**config.mk**
```make
export PLATFORM = sky130hd
export DESIGN_NAME = ifu_fetch_pc
export DESIGN_NICKNAME = d
export VERILOG_FILES = /design/src/rtl/ifu_fetch_pc_pkg.sv /design/src/rtl/ifu_perf_cnt.sv /design/src/rtl/ifu_fetch_pc.sv
export SDC_FILE = /design/constraint.sdc
export NUM_CORES = 1
export LEC_CHECK = 0
export BUFFER_PORTS_ARGS = -buffer_cell sky130_fd_sc_hd__buf_2
export CORE_AREA = 2 2 108 110
export DETAILED_ROUTE_END_ITERATION = 8
export DIE_AREA = 0 0 110 112
export PLACE_DENSITY = 0.66
export SLEW_MARGIN = 20
export SYNTH_ARGS = -nofsm -noshare
export SYNTH_HDL_FRONTEND = slang
export SYNTH_HIERARCHICAL = 1
export SYNTH_SLANG_ARGS = --single-unit
```
**constraint.sdc**
```tcl
create_clock -name clock -period 2.6 [get_ports clock]
set_clock_uncertainty 0.1 [all_clocks]
set_input_delay 0.13 -clock clock [delete_from_list [all_inputs] [get_ports clock]]
set_output_delay 0.13 -clock clock [all_outputs]
set_load 0.03 [all_outputs]
```
**src/rtl/ifu_fetch_pc_pkg.sv**
```systemverilog
// Shared types and constants for the fetch PC sequencer.
package ifu_fetch_pc_pkg;

  typedef enum logic [1:0] {
    REQ   = 2'd0,
    WAIT  = 2'd1,
    HOLD  = 2'd2,
    DRAIN = 2'd3
  } ifu_state_e;

  localparam logic [31:0] RESET_PC   = 32'h3000_0000;
  localparam logic [31:0] NOP_INST   = 32'h0000_0013;
  localparam int unsigned INST_BYTES = 4;

endpackage

```
**src/rtl/ifu_perf_cnt.sv**
```systemverilog
// Saturating event counters for fetched instructions and redirect pulses.
module ifu_perf_cnt (
  input  logic        clock,
  input  logic        reset,
  input  logic        fetched_i,
  input  logic        flushed_i,
  output logic [31:0] perf_fetched_o,
  output logic [31:0] perf_flushed_o
);

  function automatic logic [31:0] sat_inc(input logic [31:0] v, input logic en);
    return (en && (v != 32'hFFFF_FFFF)) ? v + 32'd1 : v;
  endfunction

  logic [31:0] fetched_q;
  logic [31:0] flushed_q;

  always_ff @(posedge clock) begin
    if (reset) begin
      fetched_q <= '0;
      flushed_q <= '0;
    end else begin
      fetched_q <= sat_inc(fetched_q, fetched_i);
      flushed_q <= sat_inc(flushed_q, flushed_i);
    end
  end

  assign perf_fetched_o = fetched_q;
  assign perf_flushed_o = flushed_q;

endmodule

```
**src/rtl/ifu_fetch_pc.sv**
```systemverilog
// Fetch-side PC sequencer: one imem request at a time, valid/ready to decode, redirect flush.
// Optional perf counters are built when IFU_PERF_EN is defined.
module ifu_fetch_pc #(
  parameter int unsigned     XLEN     = 32,
  parameter logic [XLEN-1:0] RESET_PC = XLEN'(ifu_fetch_pc_pkg::RESET_PC)
) (
  input  logic            clock,
  input  logic            reset,
  input  logic            redirect_valid,
  input  logic [XLEN-1:0] redirect_pc,
  output logic            req_valid,
  input  logic            req_ready,
  output logic [XLEN-1:0] req_addr,
  input  logic            resp_valid,
  input  logic [31:0]     resp_data,
  input  logic            resp_err,
  output logic            out_valid,
  input  logic            out_ready,
  output logic [XLEN-1:0] out_pc,
  output logic [31:0]     out_inst,
  output logic            out_misaligned,
  output logic            out_fault
`ifdef IFU_PERF_EN
  ,
  output logic [31:0]     perf_fetched,
  output logic [31:0]     perf_flushed
`endif
);

  import ifu_fetch_pc_pkg::*;

  ifu_state_e      state_q, state_d;
  logic [XLEN-1:0] pc_q, pc_d;
  logic [XLEN-1:0] out_pc_q, out_pc_d;
  logic [31:0]     out_inst_q, out_inst_d;
  logic            out_mis_q, out_mis_d;
  logic            out_fault_q, out_fault_d;
  logic            misaligned;
  logic            out_fire;

  assign misaligned = (pc_q[1:0] != 2'b00);
  assign out_fire   = (state_q == HOLD) && out_ready && !redirect_valid && !reset;

  always_ff @(posedge clock) begin
    if (reset) state_q <= REQ;
    else       state_q <= state_d;
  end

  always_comb begin
    state_d = state_q;
    if (redirect_valid) begin
      // A redirect in WAIT without a response still owes us one reply; DRAIN swallows it.
      case (state_q)
        WAIT:    state_d = resp_valid ? REQ : DRAIN;
        DRAIN:   state_d = DRAIN;
        default: state_d = REQ;
      endcase
    end else begin
      case (state_q)
        REQ: begin
          if (misaligned)     state_d = HOLD;
          else if (req_ready) state_d = WAIT;
        end
        WAIT:    if (resp_valid) state_d = HOLD;
        HOLD:    if (out_ready)  state_d = REQ;
        DRAIN:   if (resp_valid) state_d = REQ;
        default: state_d = REQ;
      endcase
    end
  end

  // Redirect masks the request so memory never sees a handshake that fetch treats as void.
  always_comb begin
    req_valid = (state_q == REQ) && !misaligned && !redirect_valid && !reset;
    out_valid = (state_q == HOLD) && !reset;
  end

  always_comb begin
    pc_d        = pc_q;
    out_pc_d    = out_pc_q;
    out_inst_d  = out_inst_q;
    out_mis_d   = out_mis_q;
    out_fault_d = out_fault_q;
    if (redirect_valid)  pc_d = redirect_pc;
    else if (out_fire)   pc_d = pc_q + XLEN'(INST_BYTES);
    if (!redirect_valid) begin
      if ((state_q == REQ) && misaligned) begin
        out_pc_d    = pc_q;
        out_inst_d  = NOP_INST;
        out_mis_d   = 1'b1;
        out_fault_d = 1'b0;
      end else if ((state_q == WAIT) && resp_valid) begin
        out_pc_d    = pc_q;
        out_inst_d  = resp_err ? NOP_INST : resp_data;
        out_mis_d   = 1'b0;
        out_fault_d = resp_err;
      end
    end
  end

  always_ff @(posedge clock) begin
    if (reset) begin
      pc_q        <= RESET_PC;
      out_pc_q    <= '0;
      out_inst_q  <= '0;
      out_mis_q   <= 1'b0;
      out_fault_q <= 1'b0;
    end else begin
      pc_q        <= pc_d;
      out_pc_q    <= out_pc_d;
      out_inst_q  <= out_inst_d;
      out_mis_q   <= out_mis_d;
      out_fault_q <= out_fault_d;
    end
  end

  assign req_addr       = pc_q;
  assign out_pc         = out_pc_q;
  assign out_inst       = out_inst_q;
  assign out_misaligned = out_mis_q;
  assign out_fault      = out_fault_q;

`ifdef IFU_PERF_EN
  ifu_perf_cnt u_perf_cnt (
    .clock          (clock),
    .reset          (reset),
    .fetched_i      (out_fire),
    .flushed_i      (redirect_valid),
    .perf_fetched_o (perf_fetched),
    .perf_flushed_o (perf_flushed)
  );
`endif

endmodule

```
==> tab_implementation.tex, run 1 <==
\begin{tabular}{lr}
\hline
Metric & Value \\
\hline
\multicolumn{2}{l}{\textbf{Outcome}} \\
\quad Run status & complete, but fails checks \\
\quad Violated checks & negative hold slack \\
\multicolumn{2}{l}{\textbf{Worst setup path}} \\
\quad Worst r2r src & req\_addr[13] \\
\quad Slowest cell on crit path & or4\_1 \\
\quad Biggest fanout along the worst timing path & 11 \\
\quad Kind of critical path & flip-flop to flip-flop \\
\quad Top Family by Delay on Critical Path & simple AND/OR/NAND/NOR gates \\
\quad Setup slack, reg-to-reg & between 0.15 and 0.2 ns \\
\quad Buffers and inverters on the worst path & 0 \\
\quad Worst path depth & 4 \\
\quad CP required & between 2 and 3 ns \\
\quad Critical Path, Cell by Cell & nand3\_1 > or4\_1 > o41a\_1 > a2111oi\_1 \\
\quad Worst stage delay on the critical path & around 0.75 ns \\
\quad Cell count of the worst reg-to-reg path & 4 \\
\quad Nature of the critical path endpoint & flip-flop \\
\quad Terminus of the critical flop-to-flop path & req\_addr[31] \\
\quad CP arrival & 2.53 ns \\
\quad Worst Setup Start Kind & flip-flop \\
\multicolumn{2}{l}{\textbf{Floorplan}} \\
\quad Core area & between 10000 and 15000 sq um \\
\quad Die footprint & approximately 12000 sq um \\
\quad Die width & roughly 110 microns \\
\quad Die Height & $\sim$110 microns \\
\quad Count of standard-cell rows & 39 \\
\quad Number of top-level pins & between 150 and 200 \\
\quad Initial Util & 38.9\% \\
\multicolumn{2}{l}{\textbf{Finish}} \\
\quad Share of cells above drive strength 1 & between 20 and 30\% \\
\quad Final layout net count & 820 \\
\quad Antenna fix cells & 0 \\
\quad Most used cells in the layout excluding fill and tap cells & buf\_2, dfxtp\_1, nand2\_1 \\
\quad Layout Area Growth over Synthesis & 42.5\% \\
\quad Number of non-filler instances in the completed layout & approximately 900 \\
\quad Most frequent standard cell in the layout excluding fill and tap cells & buf\_2 \\
\multicolumn{2}{l}{\textbf{Min path}} \\
\quad Hold path depth & 3 \\
\quad Worst Hold End & req\_addr[3] \\
\quad Worst Min Path Start & redirect\_pc[3] \\
\quad Type of the most critical hold path & primary input to flip-flop \\
\multicolumn{2}{l}{\textbf{Yosys}} \\
\quad Syn avg cell area & 8.10 sq um \\
\quad Largest area contributor in the synthesized netlist & dfxtp\_1 \\
\quad Post-Syn Area & around 4400 sq um \\
\quad Synth Net Count & 609 \\
\quad Number of instances in the synthesized netlist & about 540 \\
\quad Post-synth EDFFs & 0 \\
\quad Count of state elements after synthesis & 100 \\
\quad Top\_reg\_cell synth & dfxtp\_1 \\
\quad Share of synthesized registers carrying an async set or reset & 0\% \\
\quad Syn. warnings & 6 \\
\quad Fraction of synthesized cell area taken by the top area cell type & a little under half \\
\quad Number of distinct library cells after synthesis & 55 \\
\quad Share of the yosys chip area belonging to registers & a little under half \\
\quad Dominant cells by area after synthesis & dfxtp\_1, nand2\_1, nor2\_1 \\
\multicolumn{2}{l}{\textbf{Detailed routing}} \\
\quad Detailed route wirelength on metal3 & about 1100 microns \\
\quad Routed wire per std cell & approximately 16 microns \\
\quad Total via count in the routed design & between 4000 and 5000 \\
\quad Top layer in use & met4 \\
\quad Number of nets with antenna violations after routing & 0 \\
\quad Met1 wire length & slightly above 6000 microns \\
\quad Final routed DRC violation total & 0 \\
\quad Length of the first detailed-routing pass in iterations & 5 \\
\quad Vias per std cell & between 5 and 6 \\
\quad Total wire length & approximately 14000 microns \\
\quad Routed wl met2 & about 6600 microns \\
\quad DRC violation total after the first TritonRoute iteration & 300 \\
\multicolumn{2}{l}{\textbf{GRT}} \\
\quad Overflow after GRT & 0 \\
\quad Vias in the first global route & 4666 \\
\quad GR Util All Layers & 23.4\% \\
\quad Number of antenna violations at the first check in global routing & 0 \\
\quad Global-route wire length before repair & around 23000 microns \\
\quad Maximum number of pins on one net before global-route repair & 77 \\
\multicolumn{2}{l}{\textbf{Clock network}} \\
\quad Clock slew at reported path FFs & 0.06 ns \\
\quad CTS tree & built \\
\quad Total setup buffers inserted after CTS & 0 \\
\quad CTS Buffer Depth & 2 \\
\quad Post-CTS sizing & 0 \\
\quad Hold Buf Count CTS & 53 \\
\quad Latest clock arrival within the worst-skew pair & 0.34 ns \\
\quad Clk sinks & 100 \\
\quad Master cell of the clock root buffer & clkbuf\_16 \\
\quad Clock buffer count from CTS & 9 \\
\quad H-tree levels & 3 \\
\multicolumn{2}{l}{\textbf{Timing}} \\
\quad Worst Max-Slew Pin Slew & about 0.77 ns \\
\quad Tightest hold margin & -0.0105 ns \\
\quad Slew Viols, Final & 0 \\
\quad Number of endpoints failing setup at the final stage & 0 \\
\quad Number of endpoints with negative hold slack in the final report & 1 \\
\quad Part of the cycle the worst path needs & slightly above 90\% \\
\quad Achievable frequency & approximately 420 MHz \\
\quad Setup repair after global routing missed its margin & no \\
\quad TNS Setup & 0 ns \\
\quad Worst slew margin relative to its limit & 48.7\% \\
\quad Post-layout minimum cycle time & roughly 2.4 ns \\
\multicolumn{2}{l}{\textbf{Pwr}} \\
\quad Worst VDD drop & approximately 320 uV \\
\quad Leakage power & about 2.6 nW \\
\quad Power per cell area & $\sim$570 nW/um\^{}2 \\
\multicolumn{2}{l}{\textbf{Placement}} \\
\quad Placed wire-length estimate after detailed placement & between 9000 and 10000 microns \\
\quad Number of buffer cells added on primary ports & 170 \\
\quad Weighted congestion reported at the end of routability-driven placement & approximately 0.84 \\
\quad Placed insts & 827 \\
\multicolumn{2}{l}{\textbf{Job}} \\
\quad Number of violations of the max-capacitance limit & 0 \\
\hline
\end{tabular}
==> through the flow <==
stage                     power [mW]  hold WS (ns)  area (sq um)  util, %  worst slack [ns]
final                           3.55       -0.0105          6200     55.5             0.198
after floorplan                 2.00         0.173          4350        -             0.295
after CTS                       3.59      0.000623          6200     55.5             0.207
after global placement          2.19         0.260          5380     48.1             0.295
after global routing            3.69      0.000621          6200     55.5           0.00809
after detailed placement        2.20         0.274          5380     48.1             0.231
==> state kept, by name, summed over array words and instances, names as in the netlist <==
| register | cells |
|---|---|
| out_fault | 1 |
| out_inst | 32 |
| out_misaligned | 1 |
| out_pc | 32 |
| req_addr | 32 |
| state_q | 2 |
==> logic make-up (layout without fill, tap and decap cells) <==
group | after synthesis | in the layout | share of synthesized area [%]
simple gates | 250 | 250 | 27.5
buf+inv | 50 | 265 | 4.34
fa+ha+maj | 1 | 1 | 0.287
flops | 100 | 100 | 46.0
mux | 2 | 2 | 0.460
compound gates | 127 | 127 | 20.0
xor+xnor | 7 | 7 | 1.41
==> power breakdown <==
group	switching, mW	leakage, nW	total, mW	internal [mW]
Combinational	0.345	1.69	0.569	0.223
Clock	0.561	0.144	1.32	0.761
Sequential	0.0682	0.816	1.66	1.59
Total	0.974	2.65	3.55	2.58
==> area by class of cell <==
class | count | area [sq um]
timing repair buffer | 240 | 1520
sequential | 100 | 2000
multi-input combinational | 387 | 2170
clock buffer | 10 | 239
clock inverter | 5 | 52.6
tap | 143 | 179
fill | 990 | 4970
inverter | 10 | 37.5
==> worst max-delay path by stage <==
| stage | from | end | slack, ns |
|---|---|---|---|
| after floorplan | req_addr[2] | req_addr[14] | 0.29 |
| after global placement | req_addr[13] | req_addr[31] | 0.29 |
| after detailed placement | req_addr[13] | req_addr[31] | 0.23 |
| after CTS | req_addr[13] | req_addr[31] | 0.21 |
| after global routing | req_addr[13] | req_addr[31] | 0.008 |
| final | req_addr[13] | req_addr[31] | 0.20 |
==> cell usage after synthesis, drive strengths merged (6+ instances only) <==
library cell	number
dfxtp	100
nand2	93
nor2	68
a21oi	38
clkbuf	34
a22oi	29
nand3	14
nor4	11
or3	11
inv	10
nand4	10
a211oi	9
a311oi	9
and3	8
a31oi	7
nor3	7
o21ai	7
buf	6
nor2b	6
==> metal layers <==
| layer | vias up | track usage [%] |
|---|---|---|
| li1 | 2347 | - |
| met1 | 2235 | 30.2 |
| met2 | 211 | 36.8 |
| met3 | 36 | 5.74 |
| met4 | 0 | 10.3 |
| met5 | - | 0 |
==> worst reg2reg max path, delay by kind of cell (launching register included) <==
kind / cells / cell delay [ns]
and+or+nand+nor: 2 / 0.97
AOI/OAI and AO/OA: 2 / 0.78
DFF: 1 / 0.45
Power figures use the tool's default switching activity.
==> inputs of run 2 (changes only) <==
--- a/config.mk
+++ b/config.mk
@@ -10,6 +10,8 @@
 export DETAILED_ROUTE_END_ITERATION = 8
 export DIE_AREA = 0 0 110 112
 export PLACE_DENSITY = 0.66
+export SETUP_SLACK_MARGIN = 0.5
+export SKIP_LAST_GASP = 1
 export SLEW_MARGIN = 20
 export SYNTH_ARGS = -nofsm -noshare
 export SYNTH_HDL_FRONTEND = slang
==> constraint.sdc (replaced) <==
create_clock -name clock -period 2.6 [get_ports clock]
set_clock_uncertainty 0.1 [all_clocks]
set_input_delay 0.13 -clock clock [delete_from_list [all_inputs] [get_ports clock]]
set_output_delay 0.13 -clock clock [all_outputs]
set_load 0.01 [all_outputs]
==> run 2 against run 1 <==
  * Fmax up 17%
  * Combinational power down 15%
  * Clock power up 16%
  * Worst hold slack better by 0.018 ns
  * Die area unchanged
  * Core utilization up 2.3 points
  * Critical path type unchanged
  * Setup slack better by 0.35 ns
  * The flow now finishes without violations
==> tab_implementation.tex, run 2 (synthesized netlist as in run 1, its figures left out) <==
\begin{tabular}{lr}
\hline
Metric & Value \\
\hline
\multicolumn{2}{l}{\textbf{Floorplan}} \\
\quad Die Height & roughly 110 microns \\
\quad Die width & $\sim$110 microns \\
\quad Core area & around 11000 sq um \\
\quad Count of standard-cell rows & 39 \\
\quad Die footprint & about 12000 sq um \\
\quad Initial Util & just under 40\% \\
\quad Number of top-level pins & between 150 and 200 \\
\multicolumn{2}{l}{\textbf{Detailed routing}} \\
\quad Top layer in use & met4 \\
\quad Routed wire per std cell & between 15 and 20 microns \\
\quad Routed wl met2 & around 7000 microns \\
\quad Total wire length & between 10000 and 15000 microns \\
\quad Vias per std cell & roughly 5.4 \\
\quad Final routed DRC violation total & 0 \\
\quad DRC violation total after the first TritonRoute iteration & $\sim$270 \\
\quad Met1 wire length & about 6100 microns \\
\quad Detailed route wirelength on metal3 & around 1100 microns \\
\quad Number of nets with antenna violations after routing & 0 \\
\quad Total via count in the routed design & $\sim$4900 \\
\quad Length of the first detailed-routing pass in iterations & 6 \\
\multicolumn{2}{l}{\textbf{Finish}} \\
\quad Layout Area Growth over Synthesis & 48.4\% \\
\quad Final layout net count & between 800 and 900 \\
\quad Antenna fix cells & 0 \\
\quad Share of cells above drive strength 1 & 31.5\% \\
\quad Most used cells in the layout excluding fill and tap cells & buf\_2, nand2\_1, dfxtp\_1 \\
\quad Most frequent standard cell in the layout excluding fill and tap cells & buf\_2 \\
\multicolumn{2}{l}{\textbf{GRT}} \\
\quad Vias in the first global route & 4667 \\
\quad GR Util All Layers & about 23\% \\
\quad Number of antenna violations at the first check in global routing & 0 \\
\quad Maximum number of pins on one net before global-route repair & slightly below 50 \\
\quad Overflow after GRT & 0 \\
\quad Global-route wire length before repair & 22700 microns \\
\multicolumn{2}{l}{\textbf{Timing}} \\
\quad Achievable frequency & between 400 and 500 MHz \\
\quad Worst slew margin relative to its limit & between 60\% and 70\% \\
\quad Setup repair after global routing missed its margin & no \\
\quad Number of endpoints with negative hold slack in the final report & 0 \\
\quad Worst Max-Slew Pin Slew & roughly 0.54 ns \\
\quad Slew Viols, Final & 0 \\
\quad TNS Setup & 0 ns \\
\quad Number of endpoints failing setup at the final stage & 0 \\
\quad Fin worst setup slack & between 0.5 and 0.6 ns \\
\quad Post-layout minimum cycle time & roughly 2 ns \\
\quad Part of the cycle the worst path needs & between 70\% and 80\% \\
\multicolumn{2}{l}{\textbf{Pwr}} \\
\quad Post-layout power & 3.68 mW \\
\quad Power per cell area & between 500 and 600 nW/um\^{}2 \\
\quad Leakage power & between 2 and 3 nW \\
\quad Worst VDD drop & 352 uV \\
\multicolumn{2}{l}{\textbf{Placement}} \\
\quad Number of buffer cells added on primary ports & between 150 and 200 \\
\quad Post-place setup slack & 0.190 ns \\
\quad Weighted congestion reported at the end of routability-driven placement & 0.845 \\
\quad Placed wire-length estimate after detailed placement & 9480 microns \\
\multicolumn{2}{l}{\textbf{Clock network}} \\
\quad Clock buffer count from CTS & 9 \\
\quad CTS tree & built \\
\quad Latest clock arrival within the worst-skew pair & between 0.3 and 0.4 ns \\
\quad Clock slew at reported path FFs & roughly 0.07 ns \\
\quad H-tree levels & 3 \\
\quad CTS Buffer Depth & 2 \\
\quad Master cell of the clock root buffer & clkbuf\_16 \\
\quad Clk sinks & 100 \\
\multicolumn{2}{l}{\textbf{Min path}} \\
\quad Worst Hold End & req\_addr[4] \\
\quad Hold path depth & 3 \\
\quad Worst Min Path Start & redirect\_pc[4] \\
\quad Type of the most critical hold path & primary input to flip-flop \\
\multicolumn{2}{l}{\textbf{Worst setup path}} \\
\quad CP required & $\sim$2.8 ns \\
\quad Biggest fanout along the worst timing path & 6 \\
\quad Kind of critical path & flip-flop to flip-flop \\
\quad Cell count of the worst reg-to-reg path & 5 \\
\quad Setup slack, reg-to-reg & between 0.5 and 0.6 ns \\
\quad Nature of the critical path endpoint & flip-flop \\
\quad Worst r2r src & req\_addr[2] \\
\quad Terminus of the critical flop-to-flop path & req\_addr[14] \\
\quad CP arrival & 2.22 ns \\
\quad Worst Setup Start Kind & flip-flop \\
\multicolumn{2}{l}{\textbf{Job}} \\
\quad Number of violations of the max-capacitance limit & 0 \\
\multicolumn{2}{l}{\textbf{Outcome}} \\
\quad Run status & complete, no violations \\
\hline
\end{tabular}
-- run 2: changes by cell type in the layout (fill, tap and decap cells not counted), moves of 3 or more --
cell | before | now
dfxtp_1 | 100 | 84
dfxtp_2 | 0 | 13
dlygate4sd3_1 | 53 | 57
clkinv_2 | 3 | 0
dfxtp_4 | 0 | 3
nand3_1 | 12 | 9
nand3_4 | 1 | 4
-- run 2: per-stage QoR --
stage                     instance area [sq um]  hold slack, ns  std cells  utilization (%)
after global placement                     5370           0.262        825             48.0
after detailed placement                   5370           0.275        825             48.0
after floorplan                            4360           0.173        537                -
final                                      6460         0.00740        904             57.8
after CTS                                  6320         0.00368        899             56.6
after global routing                       6460          0.0199        904             57.8
-- run 2: per-layer routing --
layer	vias up	GRT usage, %
li1	2377	-
met1	2285	30.3
met2	204	36.9
met3	28	4.45
met4	0	9.45
met5	-	0
-- run 2: area by class of cell --
class                   instances  area, sq um
multi-input cells             388         2270
fillers                       996         4720
inverters                      10         37.5
flip-flops and latches        100         2030
repair buffers                247         1600
clock inverters                 6          113
well taps                     143          179
clock buffers                  10          229
-- run 2: worst max path at each step --
stage	start	end	slack (ns)
2_1_floorplan	req_addr[13]	req_addr[27]	0.50
3_3_place_gp	req_addr[13]	req_addr[31]	0.29
3_5_place_dp	req_addr[13]	req_addr[31]	0.19
4_1_cts	req_addr[13]	req_addr[31]	0.36
5_1_grt	req_addr[2]	req_addr[24]	0.49
6_report	req_addr[2]	req_addr[14]	0.54
-- run 2: what timing repair did --
action                     in CTS  in global routing
gates resized for setup         9                 26
hold endpoints to repair       57                  0
setup buffers                   1                  4
pin swaps                       1                  1
setup endpoints to repair      29                 29
hold buffers                   57                  0
cloned                          0                  1
-- run 2: report_power, final --
part           switching, mW  total (mW)  internal, mW
logic                  0.254       0.483         0.229
registers             0.0772        1.67          1.60
clock network          0.588        1.53         0.941
-- run 2: critical path, cell delays in order, from the launching register on --
cell and delay, ns:
dfxtp_4 0.40, ha_4 0.16, nand2_2 0.11, or4_4 0.54, or4_1 0.48, a31oi_1 0.19
